[config.mk]
export PLATFORM = sky130hd
export DESIGN_NAME = control_unit
export DESIGN_NICKNAME = d
export VERILOG_FILES = /design/src/rtl/control_unit.sv
export SDC_FILE = /design/constraint.sdc
export NUM_CORES = 1
export LEC_CHECK = 0
export ABC_CLOCK_PERIOD_IN_PS = 800
export BUFFER_PORTS_ARGS = -buffer_cell sky130_fd_sc_hd__buf_4
export CORE_AREA = 2 2 39 41
export DETAILED_ROUTE_END_ITERATION = 12
export DIE_AREA = 0 0 41 43
export SETUP_SLACK_MARGIN = 0.2
export SYNTH_ARGS = -nofsm -noshare
export SYNTH_HDL_FRONTEND = slang
export SYNTH_SLANG_ARGS = --single-unit
[constraint.sdc]
create_clock -name clk -period 0.8 [get_ports clk]
set_input_delay 0.04 -clock clk [delete_from_list [all_inputs] [get_ports clk]]
set_output_delay 0.04 -clock clk [all_outputs]
set_load 0.01 [all_outputs]
[src/rtl/control_unit.sv]
// control_unit: registered RV32I main decoder with one-cycle latency.
// Defining CONTROL_ILLEGAL_CNT_EN adds a saturating IllegalCount output.
module control_unit (
  input  logic       clk,
  input  logic       rst,
  input  logic [6:0] Opcode,
  output logic       ALUSrc,
  output logic       MemtoReg,
  output logic       RegWrite,
  output logic       MemRead,
  output logic       MemWrite,
  output logic       Branch,
  output logic       Jump,
  output logic [1:0] ALUOp,
  output logic       Illegal
`ifdef CONTROL_ILLEGAL_CNT_EN
  ,
  output logic [7:0] IllegalCount
`endif
);
  // {ALUSrc, MemtoReg, RegWrite, MemRead, MemWrite, Branch, Jump, ALUOp, Illegal}
  logic [9:0] d, q;
  always_comb begin
    d = 10'b0_0_0_0_0_0_0_00_1;
    case (Opcode)
      7'b0110011: d = 10'b0_0_1_0_0_0_0_10_0;
      7'b0000011: d = 10'b1_1_1_1_0_0_0_00_0;
      7'b0100011: d = 10'b1_0_0_0_1_0_0_00_0;
      7'b1100011: d = 10'b0_0_0_0_0_1_0_01_0;
      7'b0010011: d = 10'b1_0_1_0_0_0_0_11_0;
      7'b1101111: d = 10'b0_0_1_0_0_0_1_00_0;
      7'b1100111: d = 10'b1_0_1_0_0_0_1_00_0;
      default:    d = 10'b0_0_0_0_0_0_0_00_1;
    endcase
  end
  always_ff @(posedge clk or posedge rst)
    if (rst) q <= '0;
    else q <= d;
  assign {ALUSrc, MemtoReg, RegWrite, MemRead, MemWrite, Branch, Jump, ALUOp, Illegal} = q;
`ifdef CONTROL_ILLEGAL_CNT_EN
  always_ff @(posedge clk or posedge rst)
    if (rst) IllegalCount <= '0;
    else if (d[0] && IllegalCount != 8'hff) IllegalCount <= IllegalCount + 8'd1;
`endif
endmodule

Word level (Yosys, flattened, before mapping):

Index checks and enable logic that the tools add are counted.

* word-level logic and storage cells: 9
* register bits: 10
* bits in latches: 0
* memory bits (writable): 0
* bits in read-only memories: 0
* input port bits: 9
* output and inout port bits: 10
* memories kept: 0

* shifts and indexed selects: 0
* multipliers: 0
* $add $sub $neg: 0
* reduce and logical (&&, ||, !) cells: 0
* equal/unequal tests: 7
* bitwise logic cells: 0
* div/mod/pow operators: 0
* $lt $le $gt $ge: 0
* multiplexer cells: 1

Operators by type and width (count)
* $pmux W10 S7: 1
* $eq A7 B7 Y1 const B: 3
* $eq A7 B6 Y1 const B: 2
* $eq A7 B2 Y1 const B: 1
* $eq A7 B5 Y1 const B: 1

Logic depth before layout (Yosys ltp):

* depth in word-level cells: 2
* gate-level depth with buffers: 3
* mapped depth without buffers: 3

Least setup slack after synthesis:

OpenSTA, ideal clock, no wires.

* path type: in2reg
* from: input port Opcode[5]
* to: register q[1]
* data arrival time: 743 ps
* setup time: 111 ps
* stages: 2
* data required time: 689 ps
* slack: -54 ps
* buffers on the path: 0
* cell sequence: or3_1 > a2111oi_2

* longest elaborated chain between the ends: 2
* elaborated cells on any way between the ends: 8
* classes of those cells: eq/ne (7); mux (1)

RTL lines
* start: declaration: line 6 `input logic [6:0] Opcode,`
* $eq A7 B7 Y1, or another cell as far along: line 25 `case (Opcode)`
* $pmux W10 S7 (*): line 25
* net d[1]: line 22 `logic [9:0] d, q;`
* end signal: assignment: line 37 `if (rst) q <= '0;`
* end signal: assignment: line 38 `else q <= d;`
* end: declaration: line 22

The timed path passes the listed nets; every way through them passes the cells marked *.

==> impl_metrics.sql <==
INSERT INTO impl_metrics (metric_group, metric, value, unit) VALUES
('pwr', 'power.ir.vdd_worst', '0.4157', 'mV'),
('clock_tree', 'clock-root-buffer', 'clkbuf_4', ''),
('drt', 'wirelength', '880', 'um'),
('grt', 'global_route.usage.total', '12.13', '%'),
('floorplanning', 'floorplan.initialDensity', '26.22', '%'),
('drt', 'routed_wire_length_per_instance', '11.28', 'um'),
('floorplanning', 'design.portCount', '19', ''),
('timing', 'timing_worst_slew_pin_value', '0.3164', 'ns'),
('setup_path', 'delay_of_the_slowest_cell_on_the_worst_path', '0.38', 'ns'),
('worst_hold_path', 'min_path_type', 'in2reg', ''),
('place', 'post-place-cells', '73', ''),
('timing', 'finalMaxSlewViolations', '0', ''),
('floorplanning', 'dieArea', '0.001763', 'sq mm'),
('setup_path', 'critPathMaxFanout', '2', ''),
('grt', 'globalRouteMet2Util', '17.19', '%'),
('place', 'place.detailed.hpwl', '608.7', 'um'),
('setup_path', 'setup.worst_path.end_class', 'primary output', ''),
('timing', 'finalSetupViolations', '3', ''),
('drt', 'detailedRoute.firstIterationViolations', '8', ''),
('logic_synthesis', 'synth.yosys.warnings', '0', ''),
('logic_synthesis', 'synth.avg_cell_area', '11.00', 'sq um'),
('clock_tree', 'h-tree-depth', '1', ''),
('setup_path', 'timing.critical_path.slowest_stage_cell', 'dfrtp_1', ''),
('place', 'dpl_worst_slack', '-0.1493', 'ns'),
('logic_synthesis', 'seq_area_frac_synth', '62.07', '%'),
('timing', 'period_share', '102.0', '%'),
('timing', 'report.final.hold_viol_count', '0', ''),
('grt', 'use_met3', '1.571', '%'),
('logic_synthesis', 'synthDistinctLibCells', '16', ''),
('layout', 'largest_register', 'q', ''),
('grt', 'grt_pass1_wl', '1311', 'um'),
('grt', 'globalRoute.totalOverflow', '0', ''),
('grt', 'antenna_found_initial', '0', ''),
('setup_path', 'worst_ep_arrival_time', '0.78', 'ns'),
('timing', 'worst_hold_slack', '0.009979', 'ns'),
('run', 'drv.max_cap_violation_count', '0', ''),
('layout', 'final_core_util', '50.36', '%'),
('layout', 'largestRegisters', 'q x9', ''),
('layout', 'stdcell_count', '78', ''),
('place', 'io_buffer_count', '18', ''),
('run_status', 'failed_checks', 'negative setup slack', ''),
('place', 'gp_routability_congestion', '0.8137', ''),
('grt', 'met1_usage', '12.50', '%'),
('timing', 'maxSlewHeadroom', '78.85', '%'),
('setup_path', 'path_delay_family', 'flip-flops', ''),
('drt', 'post_drt_via_cell_ratio', '4.538', ''),
('setup_path', 'crit_required', '0.76', 'ns'),
('clock_tree', 'clock_tree_from_tritoncts', 'yes', ''),
('worst_hold_path', 'hold_path_depth', '2', ''),
('logic_synthesis', 'total_of_flip_flops_plus_latches_after_synthesis', '9', ''),
('layout', 'num-nets-final', '72', ''),
('pwr', 'cellLeakagePower', '0.3222', 'nW'),
('floorplanning', 'coreArea', '0.001384', 'sq mm'),
('setup_path', 'setup.worst_path.class', 'reg2out', ''),
('setup_path', 'critPathBufInv', '1', ''),
('grt', 'gr-max-usage-layer', 'met2', ''),
('layout', 'num_antenna_cells', '0', ''),
('timing', 'fin_setup_tns', '-0.03477', 'ns'),
('timing', 'max_clock_freq', '1.225', 'GHz'),
('logic_synthesis', 'synth_fp_nets', '42', ''),
('timing', 'finalCriticalPeriod', '0.8160', 'ns'),
('timing', 'fin_ws', '-0.01600', 'ns'),
('grt', 'grt_max_degree', '10', ''),
('setup_path', 'list_of_cells_traversed_by_the_critical_path', 'buf_4', ''),
('layout', 'largest_register_ffs', '9', ''),
('floorplanning', 'die_height', '43', 'um'),
('grt', 'first_global_vias', '328', ''),
('run_status', 'run_status', 'complete, but fails checks', ''),
('clock_tree', 'clock_slew_at_reported_path_ffs', '0.06', 'ns'),
('pwr', 'power.density_cell_area', '1404', 'mW/mm^2'),
('drt', 'num_vias', '354', '');
power breakdown:
group | total (W) | leakage [nW] | internal [W] | switching (W)
Combinational | 0.000164 | 0.187 | 0.0000884 | 0.0000761
Clock | 0.000350 | 0.0150 | 0.000192 | 0.000158
Sequential | 0.000464 | 0.120 | 0.000461 | 0.00000264
Total | 0.000979 | 0.322 | 0.000742 | 0.000237
routing by layer:
layer	vias to the layer above	wire length, um
met3	4	55
li1	172	-
met2	19	440
met5	-	0
met4	0	38
met1	159	345
layout make-up:
class                      count  area [sq um]
inverter                       2         11.26
fill                         119         686.9
sequential                     9         225.2
clock buffer                   4         26.28
multi-input combinational     21         171.4
timing repair buffer          26         242.7
tap                           16         20.02
synth_stat cells:
cell type  number  area (sq um)
inv_2           1         3.750
a211oi_1        1         7.510
a21oi_1         2         10.01
a2111oi_2       1         15.01
nor2_1          4         15.01
nand2b_1        1         6.260
nand3_1         2         10.01
a211o_1         2         17.52
nor4_1          1         6.260
dfrtp_1         9         225.2
or3_1           1         6.260
nor3_1          2         10.01
inv_1           1         3.750
buf_4           1         7.510
nand2_1         3         11.26
and2b_1         1         7.510
through the flow:
stage	total power, W	cell area (sq um)
final	0.0009785	696.9
after global routing	0.001019	696.9
after CTS	0.0009679	644.4
after detailed placement	0.0005976	563.0
after global placement	0.0005972	563.0
after floorplan	0.0005104	362.8
logic make-up (layout without fill, tap and decap cells):
group | after synthesis | in the layout | share of synthesized area, %
and+or+nand+nor | 15 | 15 | 20.00
DFF | 9 | 9 | 62.07
buffers and inverters | 3 | 32 | 4.137
AOI/OAI and AO/OA | 6 | 6 | 13.79
worst max-delay path by stage:
stage	from	to	slack (ns)	cells after the start
2_1_floorplan	Opcode[5]	q[1]	-0.0002	2
3_3_place_gp	Opcode[5]	q[1]	-0.14	3
4_1_cts	q[8]	MemRead	-0.03	1
3_5_place_dp	Opcode[5]	q[1]	-0.15	3
5_1_grt	q[8]	MemRead	-0.05	1
6_report	q[8]	MemRead	-0.02	1
what timing repair did:
item | in CTS | in global routing
hold endpoints to repair | 11 | 0
setup buffers | 0 | 0
hold buffers | 1 | 0
endpoints found under the setup margin | 12 | 24
gates resized for setup | 11 | 10
(Power assumes the default switching activity.)
